## config.mk

```make
export PLATFORM = sky130hd
export DESIGN_NAME = uart_rx_fifo_flat
export DESIGN_NICKNAME = d
export VERILOG_FILES = /design/src/rtl/uart_rx_fifo_if.sv /design/src/rtl/uart_rx_fifo.sv /design/src/flat_wrapper.sv
export SDC_FILE = /design/constraint.sdc
export NUM_CORES = 1
export LEC_CHECK = 0
export ABC_AREA = 0
export BUFFER_PORTS_ARGS = -buffer_cell sky130_fd_sc_hd__buf_2
export CAP_MARGIN = 20
export CORE_MARGIN = 4
export CORE_UTILIZATION = 65
export CTS_CLUSTER_DIAMETER = 80
export DETAILED_ROUTE_END_ITERATION = 10
export MAX_ROUTING_LAYER = met4
export PLACE_DENSITY = 0.84
export SLEW_MARGIN = 10
export SYNTH_ARGS = -nofsm -noshare
export SYNTH_HDL_FRONTEND = slang
export SYNTH_SLANG_ARGS = --single-unit
```

## constraint.sdc

```tcl
create_clock -name clk -period 8.05 [get_ports clk]
set_input_delay 0.4025 -clock clk [delete_from_list [all_inputs] [get_ports clk]]
set_output_delay 0.4025 -clock clk [all_outputs]
set_load 0.05 [all_outputs]
```

## src/rtl/uart_rx_fifo_if.sv

```systemverilog
// Handshake bundle between the UART receiver / register interface and the rx byte FIFO.
// The master side drives pushes, pops and the overrun clear; the slave side is the FIFO.
interface uart_rx_fifo_if #(
  parameter int DEPTH = 16
);
  localparam int CW = $clog2(DEPTH) + 1;

  logic [7:0]    in_data;
  logic          in_valid;
  logic          rd_pop;
  logic          overrun_clr;
  logic [7:0]    rd_data;
  logic          rd_valid;
  logic          full;
  logic          almost_full;
  logic [CW-1:0] count;
  logic          overrun;

  modport master (
    output in_data, in_valid, rd_pop, overrun_clr,
    input  rd_data, rd_valid, full, almost_full, count, overrun
  );

  modport slave (
    input  in_data, in_valid, rd_pop, overrun_clr,
    output rd_data, rd_valid, full, almost_full, count, overrun
  );
endinterface

```

## src/rtl/uart_rx_fifo.sv

```systemverilog
// Receive-side byte FIFO with first-word-fall-through head and a sticky overrun flag.
// Occupancy lives in its own register; every output derives from registered state only.
module uart_rx_fifo #(
  parameter int DEPTH    = 16,
  parameter int AF_LEVEL = 12
) (
  input logic           clk,
  input logic           rst,
  uart_rx_fifo_if.slave bus
);
  localparam int AW = $clog2(DEPTH);
  localparam int CW = AW + 1;
  localparam logic [CW-1:0] FULL_CNT = CW'(DEPTH);
  localparam logic [CW-1:0] AF_CNT   = CW'(AF_LEVEL);

  logic [7:0]    mem [DEPTH];
  logic [AW-1:0] wr_ptr;
  logic [AW-1:0] rd_ptr;
  logic [CW-1:0] cnt;
  logic          ovr;

  logic pop_ok;
  logic push_ok;
  logic drop;

  // A pop in the same cycle frees the slot, so a full queue still accepts the byte.
  assign pop_ok  = bus.rd_pop && (cnt != '0);
  assign push_ok = bus.in_valid && ((cnt != FULL_CNT) || pop_ok);
  assign drop    = bus.in_valid && !push_ok;

  always_ff @(posedge clk) begin
    if (push_ok) mem[wr_ptr] <= bus.in_data;
  end

  always_ff @(posedge clk) begin
    if (rst) begin
      wr_ptr <= '0;
      rd_ptr <= '0;
      cnt    <= '0;
      ovr    <= 1'b0;
    end else begin
      if (push_ok) wr_ptr <= wr_ptr + 1'b1;
      if (pop_ok)  rd_ptr <= rd_ptr + 1'b1;
      case ({push_ok, pop_ok})
        2'b10:   cnt <= cnt + 1'b1;
        2'b01:   cnt <= cnt - 1'b1;
        default: cnt <= cnt;
      endcase
      // A drop in the same cycle as a clear keeps the flag set.
      if (drop)                 ovr <= 1'b1;
      else if (bus.overrun_clr) ovr <= 1'b0;
    end
  end

  always_comb begin
    bus.rd_data     = (cnt != '0) ? mem[rd_ptr] : 8'h00;
    bus.rd_valid    = (cnt != '0);
    bus.full        = (cnt == FULL_CNT);
    bus.almost_full = (cnt >= AF_CNT);
    bus.count       = cnt;
    bus.overrun     = ovr;
  end
endmodule

```

## src/flat_wrapper.sv

```systemverilog
// flat-port wrapper written by rule: the top's interface ports become plain ports
module uart_rx_fifo_flat 
#(
  parameter int DEPTH    = 16,
  parameter int AF_LEVEL = 12
)
  (clk, rst, bus_in_data, bus_in_valid, bus_rd_pop, bus_overrun_clr, bus_rd_data, bus_rd_valid, bus_full, bus_almost_full, bus_count, bus_overrun);
  uart_rx_fifo_if #(.DEPTH(DEPTH)) bus_i ();
  input logic clk;
  input logic rst;
  input wire logic [$bits(bus_i.in_data)-1:0] bus_in_data;
  input wire logic [$bits(bus_i.in_valid)-1:0] bus_in_valid;
  input wire logic [$bits(bus_i.rd_pop)-1:0] bus_rd_pop;
  input wire logic [$bits(bus_i.overrun_clr)-1:0] bus_overrun_clr;
  output wire logic [$bits(bus_i.rd_data)-1:0] bus_rd_data;
  output wire logic [$bits(bus_i.rd_valid)-1:0] bus_rd_valid;
  output wire logic [$bits(bus_i.full)-1:0] bus_full;
  output wire logic [$bits(bus_i.almost_full)-1:0] bus_almost_full;
  output wire logic [$bits(bus_i.count)-1:0] bus_count;
  output wire logic [$bits(bus_i.overrun)-1:0] bus_overrun;
  assign bus_i.in_data = bus_in_data;
  assign bus_i.in_valid = bus_in_valid;
  assign bus_i.rd_pop = bus_rd_pop;
  assign bus_i.overrun_clr = bus_overrun_clr;
  assign bus_rd_data = bus_i.rd_data;
  assign bus_rd_valid = bus_i.rd_valid;
  assign bus_full = bus_i.full;
  assign bus_almost_full = bus_i.almost_full;
  assign bus_count = bus_i.count;
  assign bus_overrun = bus_i.overrun;
  uart_rx_fifo #(.DEPTH(DEPTH), .AF_LEVEL(AF_LEVEL)) u_core (.clk(clk), .rst(rst), .bus(bus_i));
endmodule
```

==> Word level (Yosys, flattened, before mapping) <==
Memory sizes are Yosys's and may differ from the RTL's. A register that Yosys moved wholly into a read port is not among the register bits.
Index checks and enable logic that the tools add are counted.
Widths: inputs -> output; s select.
{ "word_totals": {"wordCells": 30, "inputBits": 13, "out_inout_bits": 17, "mem_bits_rw": 128, "mem_count": 1, "regBits": 14} }
{ "mem_list": {"columns": ["memory", "depth", "width", "read_ports", "rd_ports_with_merged_regs", "wr", "line", "text"], "rows": [
  ["u_core.mem", 16, 8, 1, 1, 1, "uart_rx_fifo.sv:16", "logic [7:0] mem [DEPTH];"]
]} }
{ "op_classes": {"reduce_logical": 8, "n_mux": 8, "add_sub_neg": 4, "n_lt_le_gt_ge": 1, "n_eq_ne": 4} }
{ "op_table": {"columns": ["operator", "count"], "rows": [
  ["$pmux 5 s2", 1],
  ["$add 4x1->4 const B", 2],
  ["$mux 4", 2],
  ["$mux 8", 1],
  ["$add 5x1->5 const B", 1],
  ["$eq 5x5->1 const B", 1],
  ["$ge 5x4->1 const B", 1],
  ["$ne 5x5->1 const B", 1],
  ["$reduce_bool 5->1", 1],
  ["$sub 5x1->5 const B", 1],
  ["$mux 1", 4],
  ["$reduce_bool 2->1", 2],
  ["$logic_and 1x1->1", 3],
  ["$eq 2x1->1 const B", 1],
  ["$eq 2x2->1 const B", 1],
  ["$logic_not 1->1", 1],
  ["$logic_or 1x1->1", 1]
]} }

==> Logic depth before layout (Yosys ltp) <==
Gate-level depths: netlist of run 1.
{ "logic_depth": {"ltp_word": 7, "mapped_depth": 13, "depth_no_buf": 10} }

==> Least setup slack after synthesis of run 1 <==
Ideal clock, no wire load.
{ "synth_path": {"kind": "register to register", "start": "register u_core.cnt[1] (netlist: u_core.bus.count[1])", "end": "register u_core.cnt[4] (netlist: u_core.bus.count[4])", "required_ns": 7.944, "t_arrival_ns": 3.206, "stages_incl_launch_ff": 14, "setup_time_ns": 0.106, "path_slack_ns": 4.738, "n_path_buf": 3, "synth_period_minus_slack_ns": 3.312, "path_cell_list": "dfxtp_1 or4_1 buf_4 o31a_1 buf_6 inv_1 ha_1 clkbuf_1 xor2_1 ha_1 a21oi_1 a32oi_1 or4_1 o311ai_0"} }
{ "synth_between": {"elab_chain_len": 6, "elab_cells_between_ends": 11, "cone_classes": "2 x add/sub; 3 x eq/ne; 1 x mux; 5 x reduce/logical"} }
{ "synth_lines": {"columns": ["element", "line", "text"], "rows": [
  ["start, declared", "uart_rx_fifo.sv:19", "logic [CW-1:0] cnt;"],
  ["start signal, assigned", "uart_rx_fifo.sv:45", "2'b10: cnt <= cnt + 1'b1;"],
  ["start signal, assigned", "uart_rx_fifo.sv:46", "2'b01: cnt <= cnt - 1'b1;"],
  ["start signal, assigned", "uart_rx_fifo.sv:47", "default: cnt <= cnt;"],
  ["$reduce_bool 5->1", "uart_rx_fifo.sv:27", "assign pop_ok = bus.rd_pop && (cnt != '0);"],
  ["$logic_and 1x1->1", "uart_rx_fifo.sv:27", null],
  ["$logic_or 1x1->1", "uart_rx_fifo.sv:28", "assign push_ok = bus.in_valid && ((cnt != FULL_CNT) || pop_ok);"],
  ["$logic_and 1x1->1", "uart_rx_fifo.sv:28", null],
  ["$eq 2x1->1 / $eq 2x2->1 (equally long branches)", "uart_rx_fifo.sv:44", "case ({push_ok, pop_ok})"],
  ["$pmux 5 s2 / $reduce_bool 2->1 (equally long branches)", null, null]
]} }
Parallel ways exist; a longest one is shown, timed or not.
A chain may end at the register's enable or synchronous reset.

==> results.md, run 1 <==
* Share of cells above drive strength 1 at 26.4%
* Largest net degree at the start of global routing at 33
* Number of synthesized flops with an enable pin at 128
* Clock root cell: clkbuf_8
* Outcome: finished, final reports clean
* Filler cells at 469
* Async SR Flop Fraction at 0%
* Final setup viols at 0
* Post-route antenna net violation count at 0
* Adder-Cell Fraction of Synth Area at 1.68%
* DR iter-0 viols at 265
* Period utilization at 41.7%
* Footprint of the multi-input gates at 1610 sq um
* Initial antenna violation count at 0
* Clock Pin Slew Worst Setup and Hold Paths at 60 ps
* XOR/XNOR Fraction of Synth Area at 1.33%
* Final count of pins violating max slew at 0
* Min-Delay Path Class: input pin to flip-flop
* 1st-pass router iterations at 5
* Ant diodes at 0
* Peak VDD IR at 0.326 mV
* Global route total overflow at 0
* Layout net count at 390
* RSZ-0062 raised after global routing: no
* First-pass GRT wire length at 18200 microns
* WL per Instance at 23.1 microns
* Simple-Gate Fraction of Synth Area at 5.18%
* Final wirelength at 11300 microns
* Clock Skews at 8.23 ps
* Area growth from synthesis to layout at 14.7%
* Max Clk Rate at 0.298 GHz
* Max clock buf depth at 2
* Ranking of synthesized cells by area: edfxtp_1 65%, mux4_2 12%, dfxtp_1 6.1%, a211oi_1 2.0%, mux2i_1 1.9%
* Core area at 8810 sq um
* Yosys top cell area share at 64.6%
* GRT Resource Usage Total at 23.7%
* Chip width at 104 microns
* Die ar. at 10700 sq um
* WP data arrival at 2960 ps
* Mean Syn Cell Area at 17.6 sq um
* Pwr/cell area at 357 nW/um^2
* Mux contribution to synthesized area at 14.2%
* Final min period at 3360 ps
* Starting Density at 67.5%
* Clk sinks at 146
* Largest family of logic cells by synthesized area: multiplexers
* Clk_lat worst skew at 520 ps
* H-tree Lvls at 4
* Max FO, Critical Path at 32
* Synth Instances at 337
* Leading area contributor after synthesis: edfxtp_1
* Resized Gates After CTS at 0
* Via count at 3110
* Most frequent cells in the layout: 128 x edfxtp_1, 32 x mux4_2, 29 x buf_2
* Type of the worst setup path: flip-flop to output pin
* Gp weighted congestion at 0.768
* DRC viols at 0
* Dpl ws at 4750 ps
* Worst slew margin at 33.5%
* Setup bufs post-CTS at 0
* Max cap viols at 0
* CTS tree: built
* Final worst slack at 4690 ps
* Most common cell after layout, fill and taps aside: edfxtp_1
* R2R Path Start: u_core.bus.count[2]$_SDFFE_PP0P_
* Worst Path Required at 7650 ps
* Post-Place Cells at 458
* Top_reg_cell synth: edfxtp_1
* Synth warn at 0
* Startpoint types: flip-flop
* Crit end category: output pin
* Fin. Hold Viols at 0
* Vias in the first global route at 3280
* Port Buffer Count at 29
* Register area share after synthesis at 70.7%
* Cell row count at 34
* Half-perimeter wire length after placement at 6510 microns
* Reg area at 4210 sq um
* CTS Buf Count at 17
* Via density at 6.35
* Die height at 104 microns
* Fin cells at 490
* Synthesized area at 5950 sq um
* Synthesized flop and latch total at 146
* Setup TNS at 0 ps
* Num ports at 30
* Min-delay src: bus_in_valid
* Distinct cells, synth at 39
* Slew @ Worst Pin at 993 ps
* Cts hold-fix bufs at 0
* Leak Pwr at 0.00227 uW
* Compound-cell area share of the yosys netlist at 4.67%
* Syn Nets at 358
-- layout make-up --
cell class	instances	area share, %
tap	108	1.98
inverter	8	0.440
multi-input combinational	161	23.6
clock buffer	19	6.18
sequential	146	61.6
timing repair buffer	35	2.79
clock inverter	13	3.41
-- flip-flops by register name, indices dropped and copies added, names as in the netlist, named ones only --
register            count
u_core.bus.count        5
u_core.rd_ptr           4
u_core.bus.overrun      1
u_core.wr_ptr           4
u_core.mem            128
-- critical path: stages, from the launching register on --
cell	delay, ps
dfxtp_2	960
mux4_2	610
nor2b_1	140
a211oi_1	340
a211oi_1	110
buf_2	260
-- metal layers --
| metal | vias to the layer above | GRT usage (%) | wire, microns |
|---|---|---|---|
| met5 | - | - | 0 |
| met1 | 1556 | 29.2 | 4380 |
| li1 | 1401 | - | - |
| met4 | 0 | 7.50 | 193 |
| met2 | 133 | 38.7 | 5990 |
| met3 | 20 | 6.65 | 754 |
-- metrics by stage --
stage	util [%]	total power, uW	cell area [sq um]	hold slack (ps)
after detailed placement	70.0	1590	6170	517
after CTS	77.5	2450	6820	156
after global routing	77.5	2540	6820	214
after global placement	70.0	1570	6170	509
final	77.5	2430	6820	177
after floorplan	-	1450	5950	485
-- cells by family (layout without fill, tap and decap cells) --
logic type / after synthesis / after routing
adder cells (fa/ha/maj): 8 / 8
AND/OR/NAND/NOR: 64 / 64
AO/OA/AOI/OAI: 36 / 36
buffers and inverters: 30 / 75
multiplexers: 44 / 44
XOR/XNOR: 9 / 9
flip-flops: 146 / 146
-- final timing paths --
check / to / slack (ps) / depth (start not counted)
setup reg to reg: u_core.bus.count[4]$_SDFFE_PP0P_ / 4730 / 10
setup / recovery: bus_rd_data[7] / 4690 / 5
hold / removal: u_core.bus.overrun$_SDFFE_PP0P_ / 180 / 3
hold reg to reg: u_core.rd_ptr[3]$_SDFFE_PP0P_ / 530 / 2
-- synth_stat cells, types with 2 or more instances --
| master | number |
|---|---|
| nor2b_1 | 10 |
| and3_1 | 2 |
| xor2_1 | 7 |
| nand2_1 | 8 |
| inv_1 | 8 |
| mux2i_1 | 11 |
| nor3_1 | 6 |
| a21oi_1 | 4 |
| xnor2_1 | 2 |
| ha_1 | 8 |
| o211ai_1 | 2 |
| edfxtp_1 | 128 |
| or4_1 | 2 |
| nand2b_1 | 3 |
| clkbuf_1 | 12 |
| a211oi_1 | 16 |
| dfxtp_1 | 18 |
| nor2_1 | 28 |
| nand3_1 | 2 |
| a21o_1 | 2 |
| nor4b_1 | 2 |
| o21ai_0 | 2 |
| buf_4 | 2 |
| buf_2 | 6 |
| mux4_2 | 32 |
-- report_power, final --
group / switching [uW] / internal [uW] / total (uW)
registers: 54.7 / 864 / 918
clock network: 297 / 567 / 864
logic: 426 / 223 / 649
total: 778 / 1650 / 2430
No activity file was read; power rests on OpenSTA's default activity.
==> inputs of run 2 (changes only) <==
- ABC_AREA: 0 -> 1
- CORE_UTILIZATION: 65 -> 61
- PLACE_DENSITY: 0.84 -> 0.79
- clock period: 8.05 -> 3.4 ns (I/O delays scaled with it)
==> results.md, run 2 <==
* Worst slew margin at 40.2% (was 33.5%)
* Most common cell after layout, fill and taps aside: nand2_1 (was edfxtp_1)
* Most instantiated library cell after synthesis: nand2_1 (was edfxtp_1)
* Top_reg_cell synth: edfxtp_1 (unchanged)
* Clock Skews at 8.32 ps (was 8.23 ps)
* Synthesized area at 6150 sq um (was 5950 sq um)
* Comb power frac at 31.6% (was 26.7%)
* Final min period at 2820 ps
* Distinct cells, synth at 20 (was 39)
* Most frequent cells in the layout: 192 x nand2_1, 128 x edfxtp_1, 105 x nand3_1 (was 128 x edfxtp_1, 32 x mux4_2, 29 x buf_2)
* Yosys top cell area share at 62.5% (was 64.6%)
* Die height at 108 microns (was 104 microns)
* Final count of pins violating max slew at 0 (unchanged)
* Core area at 9820 sq um (was 8810 sq um)
* Async SR Flop Fraction at 0% (unchanged)
* GRT Resource Usage Total at 25.0% (was 23.7%)
* Syn Nets at 589 (was 358)
* Share of cells above drive strength 1 at 11.7% (was 26.4%)
* Max clock buf depth at 2 (unchanged)
* Synth Instances at 568 (was 337)
* Cell row count at 36 (was 34)
* Crit path cell chain: inv_1, nand3_1, nand2_1, nand2_1, a21oi_1, buf_2 (was mux4_2, nor2b_1, a211oi_1, a211oi_1, buf_2)
* Clk_lat worst skew at 530 ps (was 520 ps)
* Leading area contributor after synthesis: edfxtp_1 (unchanged)
* Register share of total power at 37.9% (was 37.8%)
* Outcome: finished, final reports clean (unchanged)
* Half-perimeter wire length after placement at 8390 microns (was 6510 microns)
* WP buf/inv at 2 (was 1)
* Gp weighted congestion at 0.848 (was 0.768)
* Min-Delay Path Class: input pin to flip-flop (unchanged)
* H-tree Lvls at 4 (unchanged)
* Pwr/cell area at 807 nW/um^2 (was 357 nW/um^2)
* DR iter-0 viols at 503 (was 265)
* Mean Syn Cell Area at 10.8 sq um (was 17.6 sq um)
* Leak Pwr at 0.00267 uW (was 0.00227 uW)
* Period utilization at 83.0%
* Critical-path top delay cell: dfxtp_1 (was dfxtp_2)
* Number of synthesized flops with an enable pin at 128 (unchanged)
* Clock Pin Slew Worst Setup and Hold Paths at 70 ps (was 60 ps)
* Clock root cell: clkbuf_8 (unchanged)
* Max stage delay on crit path at 830 ps (was 960 ps)
* DRC viols at 0 (unchanged)
* Initial antenna violation count at 0 (unchanged)
* Global route total overflow at 0 (unchanged)
* CTS tree: built (unchanged)
* Worst Path Required at 3230 ps (was 7650 ps)
* Synthesized flop and latch total at 146 (unchanged)
* Ant diodes at 0 (unchanged)
* Ranking of synthesized cells by area: edfxtp_1 62%, nand2_1 12%, nand3_1 8.5%, dfxtp_1 5.9%, a21oi_1 1.7% (was edfxtp_1 65%, mux4_2 12%, dfxtp_1 6.1%, a211oi_1 2.0%, mux2i_1 1.9%)
* Vias in the first global route at 4159 (was 3280)
* 1st-pass router iterations at 7 (was 5)
* Int Power at 3490 uW (was 1650 uW)
* Starting Density at 62.7% (was 67.5%)
* Clk pwr share at 30.5% (was 35.5%)
* Fin. Hold Viols at 0 (unchanged)
* CTS Buf Count at 17 (unchanged)
* Port Buffer Count at 29 (unchanged)
* Layout net count at 622 (was 390)
* Area growth from synthesis to layout at 13.2% (was 14.7%)
* WP data arrival at 2650 ps (was 2960 ps)
* Post-route antenna net violation count at 0 (unchanged)
* Crit end category: output pin (unchanged)
* Synth cell count leaders: 192 x nand2_1, 128 x edfxtp_1, 105 x nand3_1 (was 128 x edfxtp_1, 32 x mux4_2, 28 x nor2_1)
* Psw at 2130 uW (was 778 uW)
* Max Clk Rate at 0.355 GHz
* Most Frequent Cell on Critical Path: nand2_1 (was a211oi_1)
* Max FO, Critical Path at 17 (was 32)
* Slew @ Worst Pin at 893 ps (was 993 ps)
* Largest register FFs at 128 (unchanged)
* Crit path max-delay family: flip-flops (unchanged)
* WL per Instance at 18.0 microns (was 23.1 microns)
* Register area share after synthesis at 68.3% (was 70.7%)
* Startpoint types: flip-flop (unchanged)
* First-pass GRT wire length at 21100 microns (was 18200 microns)
* Sw Share at 38.0% (was 32.0%)
* Final wirelength at 13500 microns (was 11300 microns)
* Total power at 5620 uW (was 2430 uW)
* Filler cells at 685 (was 469)
* Largest net degree at the start of global routing at 66 (was 33)
* Type of the worst setup path: flip-flop to output pin (unchanged)
* Peak VDD IR at 0.566 mV (was 0.326 mV)
* Chip width at 108 microns (was 104 microns)
* Clk sinks at 146 (unchanged)
* Final setup viols at 0 (unchanged)
* Max cap viols at 0 (unchanged)
* Setup TNS at 0 ps (unchanged)
* Via density at 5.88 (was 6.35)
* Die ar. at 11800 sq um (was 10700 sq um)
* RSZ-0062 raised after global routing: no (unchanged)
* Synth warn at 0 (unchanged)
* Num ports at 30 (unchanged)
* Via count at 4389 (was 3110)
* Register with the most flip-flops: u_core.mem (unchanged)
## run 2: final timing paths
path         cells past startpoint  slack (ps)                                to                        startpoint
min reg2reg                      2         500     u_core.wr_ptr[3]$_SDFFE_PP0P_     u_core.wr_ptr[3]$_SDFFE_PP0P_
max reg2reg                     16        1100  u_core.bus.count[4]$_SDFFE_PP0P_  u_core.bus.count[1]$_SDFFE_PP0P_
min                              1          40        u_core.mem[4][1]$_DFFE_PP_                    bus_in_data[1]
max                              6         580                    bus_rd_data[3]                         flip-flop
## run 2: per-stage QoR
stage / utilization (%) / cells / setup WS [ps] / hold WS (ps) / cell area (sq um)
after CTS: 70.4 / 745 / 410 / 18.7 / 6910
after detailed placement: 64.3 / 709 / 976 / 427 / 6310
after global placement: 64.3 / 709 / 1030 / 428 / 6310
final: 70.9 / 747 / 580 / 36.5 / 6960
after floorplan: - / 568 / 886 / 239 / 6150
after global routing: 70.9 / 747 / 430 / 24.8 / 6960
## run 2: area by class of cell
class                           instances  area [sq um]  share of cell area, %
Inverter                               25          93.8                   1.35
Clock inverter                         13          96.3                   1.38
Timing Repair Buffer                   38           255                   3.67
Multi-Input combinational cell        373          1680                   24.1
Clock buffer                           19           464                   6.67
Tap cell                              133           166                   2.39
Sequential cell                       146          4210                   60.4
## run 2: kinds of logic (layout without fill, tap and decap cells)
family,count (synthesis),in the layout,synth area share [%]
compound gates,32,32,2.60
xor+xnor,5,5,0.712
simple gates,328,328,22.4
fa+ha+maj,8,8,1.63
buf+inv,49,95,4.35
flops,146,146,68.3
## run 2: worst reg2reg max path, delay by kind of cell (launching register included)
family | cells | cell delay [ps]
buffers and inverters | 3 | 180
DFF | 1 | 360
adders and majority gates | 2 | 440
and+or+nand+nor | 11 | 1210
## run 2: power by group through the flow
stage / registers, uW / clock network (uW) / logic, uW
after global routing: 2140 / 1810 / 1940
final: 2130 / 1720 / 1780
after global placement: 2210 / 0 / 1610
after detailed placement: 2210 / 0 / 1660
after floorplan: 2210 / 0 / 1290
after CTS: 2170 / 1730 / 1670
## run 2: per-layer routing
| metal | wire [microns] | global-route usage (%) | share of wire [%] |
|---|---|---|---|
| met1 | 5150 | 30.8 | 38 |
| met2 | 6860 | 41.2 | 51 |
| met3 | 1120 | 4.24 | 8.3 |
| met4 | 352 | 10.6 | 2.6 |
| met5 | 0 | - | 0 |
## run 2: timing repair
item,4_1_cts,5_1_grt
endpoints found under the setup margin,0,0
endpoints found under the hold margin,6,0
setup buffers,0,0
hold buffers,4,0
resized for setup,0,0
